[config.mk]
export PLATFORM = sky130hd
export DESIGN_NAME = lut_ram_arbiter
export DESIGN_NICKNAME = d
export VERILOG_FILES = /design/src/rtl/lut_ram_arbiter.sv
export SDC_FILE = /design/constraint.sdc
export NUM_CORES = 1
export LEC_CHECK = 0
export CAP_MARGIN = 20
export CORE_AREA = 2 2 96 98
export DETAILED_ROUTE_END_ITERATION = 8
export DIE_AREA = 0 0 98 100
export HOLD_SLACK_MARGIN = 0.15
export PLACE_DENSITY = 0.65
export SKIP_CTS_REPAIR_TIMING = 1
export SLEW_MARGIN = 30
export SYNTH_ARGS = -nofsm -noshare
export SYNTH_HDL_FRONTEND = slang
export SYNTH_SLANG_ARGS = --single-unit
[constraint.sdc]
create_clock -name clk -period 1.8 [get_ports clk]
set_input_delay 0.36 -clock clk [delete_from_list [all_inputs] [get_ports clk]]
set_output_delay 0.36 -clock clk [all_outputs]
set_load 0.03 [all_outputs]
[src/rtl/lut_ram_arbiter.sv]
// Arbiter sharing a dual-port LUT RAM (port0 read-only, port1 read/write) between two
// readers and one writer. Define LUT_ARB_INIT_EN to sweep INIT_VAL into every entry after reset.
module lut_ram_arbiter #(
  parameter int                DWIDTH   = 32,
  parameter int                AWIDTH   = 9,
  parameter int                MEM_SIZE = 512,
  parameter logic [DWIDTH-1:0] INIT_VAL = '0
) (
  input  logic              clk,
  input  logic              rst,
  input  logic              rdA_req,
  input  logic [AWIDTH-1:0] rdA_addr,
  output logic              rdA_gnt,
  output logic              rdA_vld,
  output logic [DWIDTH-1:0] rdA_data,
  input  logic              rdB_req,
  input  logic [AWIDTH-1:0] rdB_addr,
  output logic              rdB_gnt,
  output logic              rdB_vld,
  output logic [DWIDTH-1:0] rdB_data,
  input  logic              wr_req,
  input  logic [AWIDTH-1:0] wr_addr,
  input  logic [DWIDTH-1:0] wr_data,
  output logic              wr_gnt,
  output logic              busy,
  output logic [AWIDTH-1:0] ram_addr0,
  output logic              ram_ce0,
  input  logic [DWIDTH-1:0] ram_q0,
  output logic [AWIDTH-1:0] ram_addr1,
  output logic              ram_ce1,
  output logic              ram_we1,
  output logic [DWIDTH-1:0] ram_d1,
  input  logic [DWIDTH-1:0] ram_q1
);

  if (MEM_SIZE < 1 || MEM_SIZE > (1 << AWIDTH)) begin : g_size_check
    $error("MEM_SIZE does not fit in AWIDTH address bits");
  end

  logic              w_sweep;
  logic              w_run;
  logic [AWIDTH-1:0] w_sweep_addr;

`ifdef LUT_ARB_INIT_EN
  localparam logic ST_INIT = 1'b0;
  localparam logic ST_RUN  = 1'b1;

  logic              r_state;
  logic [AWIDTH-1:0] r_cnt;

  always_ff @(posedge clk) begin
    if (rst) begin
      r_state <= ST_INIT;
      r_cnt   <= '0;
    end else if (r_state == ST_INIT) begin
      if (r_cnt == AWIDTH'(MEM_SIZE - 1)) begin
        r_state <= ST_RUN;
        r_cnt   <= '0;
      end else begin
        r_cnt <= r_cnt + 1'b1;
      end
    end
  end

  assign w_sweep      = (r_state == ST_INIT) && !rst;
  assign w_run        = (r_state == ST_RUN) && !rst;
  assign w_sweep_addr = r_cnt;
  assign busy         = (r_state == ST_INIT);
`else
  assign w_sweep      = 1'b0;
  assign w_run        = !rst;
  assign w_sweep_addr = '0;
  assign busy         = 1'b0;
`endif

  logic r_rr;      // 0: reader A wins the next port0 contention
  logic r_a_vld;
  logic r_b_vld;
  logic r_b_p1;    // reader B's in-flight read was served by port1

  always_comb begin
    rdA_gnt   = 1'b0;
    rdB_gnt   = 1'b0;
    wr_gnt    = 1'b0;
    ram_ce0   = 1'b0;
    ram_addr0 = rdA_addr;
    ram_ce1   = 1'b0;
    ram_we1   = 1'b0;
    ram_addr1 = wr_addr;
    ram_d1    = w_sweep ? INIT_VAL : wr_data;
    if (w_sweep) begin
      ram_ce1   = 1'b1;
      ram_we1   = 1'b1;
      ram_addr1 = w_sweep_addr;
    end else if (w_run) begin
      if (wr_req) begin
        // Writer owns port1; readers share port0
        wr_gnt  = 1'b1;
        ram_ce1 = 1'b1;
        ram_we1 = 1'b1;
        if (rdA_req && (!rdB_req || !r_rr)) begin
          rdA_gnt   = 1'b1;
          ram_ce0   = 1'b1;
          ram_addr0 = rdA_addr;
        end else if (rdB_req) begin
          rdB_gnt   = 1'b1;
          ram_ce0   = 1'b1;
          ram_addr0 = rdB_addr;
        end
      end else begin
        if (rdA_req) begin
          rdA_gnt   = 1'b1;
          ram_ce0   = 1'b1;
          ram_addr0 = rdA_addr;
        end
        if (rdB_req) begin
          rdB_gnt   = 1'b1;
          ram_ce1   = 1'b1;
          ram_addr1 = rdB_addr;
        end
      end
    end
  end

  always_ff @(posedge clk) begin
    if (rst) begin
      r_rr    <= 1'b0;
      r_a_vld <= 1'b0;
      r_b_vld <= 1'b0;
      r_b_p1  <= 1'b0;
    end else begin
      r_a_vld <= rdA_gnt;
      r_b_vld <= rdB_gnt;
      r_b_p1  <= rdB_gnt && !wr_gnt;
      if (wr_gnt && rdA_req && rdB_req) begin
        r_rr <= ~r_rr;
      end
    end
  end

  assign rdA_vld  = r_a_vld;
  assign rdB_vld  = r_b_vld;
  assign rdA_data = ram_q0;
  assign rdB_data = r_b_p1 ? ram_q1 : ram_q0;

endmodule
==> qor.txt, run 1 <==
Post-Synthesis Cells: 144
cell total after placement: 380
outcome: complete, but fails checks
GP Congestion: 0.761
share of layout cells above drive strength 1: 59.4%
initial core utilization: 14.5%
number of I/O pins: 251
critical path peak fanout: 4
CTS tree: done
Num Clock Sinks: 4
full die area: 9800 sq um
Nets: 406
WL per Instance: 13.1 um
multi-input logic area: 746 sq um
Worst Path Required: 1440 ps
fill count: 879
core area: 8890 sq um
CP Capture Type: output port
GRT overflow: 0
Syn-to-layout area delta: 128%
final worst slack: -68.1 ps
GRT Total Usage: 8.29%
DIE HEIGHT: 100 um
DRC: 0
hold path depth: 3
Placement Rows: 35
syn_nets: 272
Mean Syn Cell Area: 8.92 sq um
DR vias/cell: 3.76
r2r worst-path depth: 3
Vias: 1454
Core Util, Final: 32.9%
Tmin final: 1870 ps
Pwr per Cell Area: 402 nW/um^2
Critical Path Source Type: flip-flop
reg-to-reg setup timing slack: 1040 ps
critical path startpoint: r_rr$_SDFFE_PP0P_
Leak: 1.30 nW
final wirelength: 5060 um
Synth Register Bits: 4
Num CTS Buffers: 3
first-pass GRT wire length: 6690 um
first drt pass iteration count: 2
First DRT Iteration DRCs: 2
fin crit share: 104%
initial antenna violation count: 0
commonest non-fill, non-tap cell in the layout: clkdlybuf4s50_1
failing checks: setup timing
Critical R2R Capture: r_rr$_SDFFE_PP0P_
Yosys warnings: 0
vias in the first global route: 1412
IO Port Bufs: 185
final setup skew: 0.955 ps
# H-tree levels: 1
Unique masters post-synth: 18
Crit path arrival time: 1510 ps
max_cap viols: 0
R2R Path Start: r_rr$_SDFFE_PP0P_
Worst Hold Launch: rst
Hold/Removal Path Class: in -> reg
Final Total Pwr: 1.18 mW
hold slack: 451 ps
critical path cell sequence: nor2b_4, nor3_4, clkbuf_16, mux2_4, buf_6
Clock transition at path regs: 30 ps
DIE WIDTH: 98 um
DP Wirelength: 4130 um
Final setup viols: 9
CP Class: reg -> out
Reg area: 82.6 sq um
crit-path max cell delay: 340 ps
Worst VDD drop: 0.173 mV
CTS max path bufs: 2
DRT antenna net count: 0
fin cells: 387
pin count of the biggest net entering global routing: 18
RSZ-0062 raised after global routing: true
Worst path slowest cell: dfxtp_2
Hold Path End: r_rr$_SDFFE_PP0P_
FMAX: 535 MHz
worst-skew pair later-pin latency: 210 ps
max-slew violations: 0
sequential share of the synthesized area: 6.23%
final hold vios: 0
Post-Syn Area: 1280 sq um
most frequent cells in the layout: clkdlybuf4s50_1 (93), buf_4 (75), mux2_2 (35)
CTS root buf: clkbuf_8
antenna cells: 0
[area by class of cell]
class	instances	area share, %
Clock buffer	3	1.41
Inverter	1	0.128
Multi-Input combinational cell	67	25.5
Sequential cell	4	2.82
Tap cell	111	4.74
Timing Repair Buffer	201	65.4
[registers in the layout, indices dropped and copies added (netlist names)]
register,cells
rdB_vld,1
rdA_vld,1
r_rr,1
r_b_p1,1
[per-stage QoR]
step	instance area (sq um)	TNS (ps)	setup slack, ps
6_report	2930	-370	-68.1
5_1_grt	2930	-919	-125
4_1_cts	2760	-17280	-912
3_5_place_dp	2720	-16760	-917
3_3_place_gp	2720	-16380	-898
2_1_floorplan	1280	0	61.7
[critical path, delay by kind of cell (launching register included)]
family,cells,cell delay (ps)
buffers and inverters,2,350
flip-flops,1,340
multiplexers,1,300
AND/OR/NAND/NOR,2,290
[cells by family (layout without fill, tap and decap cells)]
| family | count (synthesis) | after routing | synth area share [%] |
|---|---|---|---|
| AOI/OAI and AO/OA | 5 | 5 | 2.53 |
| xor gates and xnor gates | 1 | 1 | 0.682 |
| buffers and inverters | 73 | 205 | 41.3 |
| DFF | 4 | 4 | 6.23 |
| muxes | 50 | 50 | 43.8 |
| other | 1 | 1 | 0.292 |
| and+or+nand+nor | 10 | 10 | 5.16 |
[worst max path at each step]
stage	to	slack, ps	cells past startpoint
6_report	ram_addr0[2]	-70	5
5_1_grt	ram_addr0[0]	-130	5
4_1_cts	ram_addr0[7]	-910	7
3_5_place_dp	ram_addr1[1]	-920	5
3_3_place_gp	ram_addr0[6]	-900	7
2_1_floorplan	rdA_gnt	60	2
[Yosys cell counts]
master	instances	area (sq um)
xor2_1	1	8.76
dfxtp_1	4	80.1
mux2_1	2	22.5
nand2_1	1	3.75
nor2_4	1	11.3
a21oi_1	3	15.0
clkbuf_1	1	3.75
nor3_4	1	16.3
nor2b_1	2	12.5
inv_1	1	3.75
mux2_2	48	541
nand2b_1	1	6.26
a311oi_1	2	17.5
conb_1	1	3.75
nand3_1	1	5.00
buf_4	67	503
nor2_1	3	11.3
buf_2	4	20.0
[report_power, final]
group | switching, mW | total (mW) | internal, mW
Sequential | 0.00318 | 0.0978 | 0.0946
Combinational | 0.422 | 0.894 | 0.472
Clock | 0.0422 | 0.184 | 0.142
[layer usage]
| metal | part of all wire [%] | vias to the layer above | global-route usage, % | wire (um) |
|---|---|---|---|---|
| li1 | - | 697 | - | - |
| met3 | 14 | 0 | 3.97 | 688 |
| met2 | 50 | 131 | 14.2 | 2540 |
| met5 | 0 | - | 0 | 0 |
| met1 | 36 | 626 | 9.48 | 1830 |
| met4 | 0 | 0 | 1.60 | 0 |
Power figures use the tool's default switching activity.
==> run 2, diff against run 1 <==
- CTS_CLUSTER_SIZE: unset -> 24
- SKIP_LAST_GASP: unset -> 1
==> qor.txt, run 2 (same netlist as run 1, synthesis figures left out) <==
outcome: complete, but fails checks
failing checks: setup timing
first-pass GRT wire length: 6690 um (unchanged)
final setup skew: 0.955 ps (unchanged)
CP Capture Type: output port
Num Clock Sinks: 4 (unchanged)
final hold vios: 0 (unchanged)
CTS tree: done
RSZ-0062 raised after global routing: true
FMAX: 535 MHz (about the same)
cell total after placement: 380 (unchanged)
commonest non-fill, non-tap cell in the layout: clkdlybuf4s50_1
DP Wirelength: 4130 um (unchanged)
initial antenna violation count: 0 (unchanged)
Reg area: 82.6 sq um (unchanged)
Worst VDD drop: 0.173 mV (about the same)
Num CTS Buffers: 3 (unchanged)
Critical Path Source Type: flip-flop
fin crit share: 104% (about the same)
CP Class: reg -> out
max_cap viols: 0 (unchanged)
GRT overflow: 0 (unchanged)
fin cells: 387 (unchanged)
Hold/Removal Path Class: in -> reg
final worst slack: -68.2 ps (-0.0649 ps)
Vias: 1454 (unchanged)
hold slack: 451 ps (unchanged)
number of I/O pins: 251 (unchanged)
initial core utilization: 14.5% (unchanged)
Leak: 1.29 nW (-0.26%)
GRT Total Usage: 8.29% (unchanged)
max-slew violations: 0 (unchanged)
critical path peak fanout: 4 (unchanged)
DIE WIDTH: 98 um (unchanged)
DRC: 0 (unchanged)
first drt pass iteration count: 2 (unchanged)
Crit path arrival time: 1510 ps (about the same)
Syn-to-layout area delta: 128%
Placement Rows: 35 (unchanged)
final wirelength: 5050 um (-0.22%)
Nets: 406 (unchanged)
IO Port Bufs: 185 (unchanged)
Worst Path Required: 1440 ps (about the same)
share of layout cells above drive strength 1: 59.4% (unchanged)
First DRT Iteration DRCs: 2 (unchanged)
DIE HEIGHT: 100 um (unchanged)
Tmin final: 1870 ps (+0.0649 ps)
core area: 8890 sq um (unchanged)
Final setup viols: 9 (unchanged)
most frequent cells in the layout: clkdlybuf4s50_1 (93), buf_4 (75), mux2_2 (36)
WL per Instance: 13.0 um (-0.22%)
pin count of the biggest net entering global routing: 18 (unchanged)
GP Congestion: 0.761 (unchanged)
multi-input logic area: 742 sq um (-0.50%)
DR vias/cell: 3.76 (unchanged)
# H-tree levels: 1 (unchanged)
worst-skew pair later-pin latency: 210 ps (about the same)
vias in the first global route: 1412 (unchanged)
antenna cells: 0 (unchanged)
Clock transition at path regs: 30 ps (about the same)
CTS root buf: clkbuf_8
Pwr per Cell Area: 402 nW/um^2 (about the same)
fill count: 878 (-0.11%)
DRT antenna net count: 0 (unchanged)
CTS max path bufs: 2 (unchanged)
full die area: 9800 sq um (unchanged)
-- run 2: cell counts in the layout (fill, tap and decap cells not counted) --
Identical to the previous run, type by type.
-- run 2: worst paths after layout --
kind	start	endpoint	slack (ps)	cells past startpoint
worst max-delay path	r_rr$_SDFFE_PP0P_	ram_addr0[2]	-70	5
worst min-delay path	rst	r_rr$_SDFFE_PP0P_	450	3
worst max register to register	r_rr$_SDFFE_PP0P_	r_rr$_SDFFE_PP0P_	1040	3
worst min register to register	r_rr$_SDFFE_PP0P_	rdB_vld$_SDFF_PP0_	570	2
-- run 2: power breakdown --
group	internal, mW	switching, mW	leakage [nW]
clock network	0.142	0.0422	0.0216
registers	0.0946	0.00318	0.0338
logic	0.471	0.422	1.24
total	0.708	0.467	1.29
-- run 2: per-stage QoR --
step / setup WS, ps / utilization (%) / cell area, sq um / setup TNS (ps) / power, mW
after floorplan: 61.7 / - / 1280 / 0 / 0.686
after global placement: -898 / 30.6 / 2720 / -16380 / 0.955
after detailed placement: -917 / 30.6 / 2720 / -16760 / 0.957
after CTS: -912 / 31.0 / 2760 / -17280 / 1.15
after global routing: -125 / 32.9 / 2920 / -945 / 1.23
final: -68.2 / 32.9 / 2920 / -399 / 1.18
-- run 2: critical path, stage by stage, from the launching register on --
cell	delay, ps
dfxtp_2	340
nor2b_4	50
nor3_4	240
clkbuf_16	210
mux2_4	300
buf_6	140
-- run 2: area by class of cell --
class,count,area share [%]
Timing Repair Buffer,201,65.5
Multi-Input combinational cell,67,25.4
Sequential cell,4,2.82
Tap cell,111,4.75
Inverter,1,0.128
Clock buffer,3,1.41
-- run 2: per-layer routing --
metal / up-vias / track usage (%) / wire length [um]
li1: 697 / - / -
met1: 626 / 9.48 / 1840
met2: 131 / 14.2 / 2530
met3: 0 / 3.97 / 672
met4: 0 / 1.60 / 0
met5: - / 0 / 0
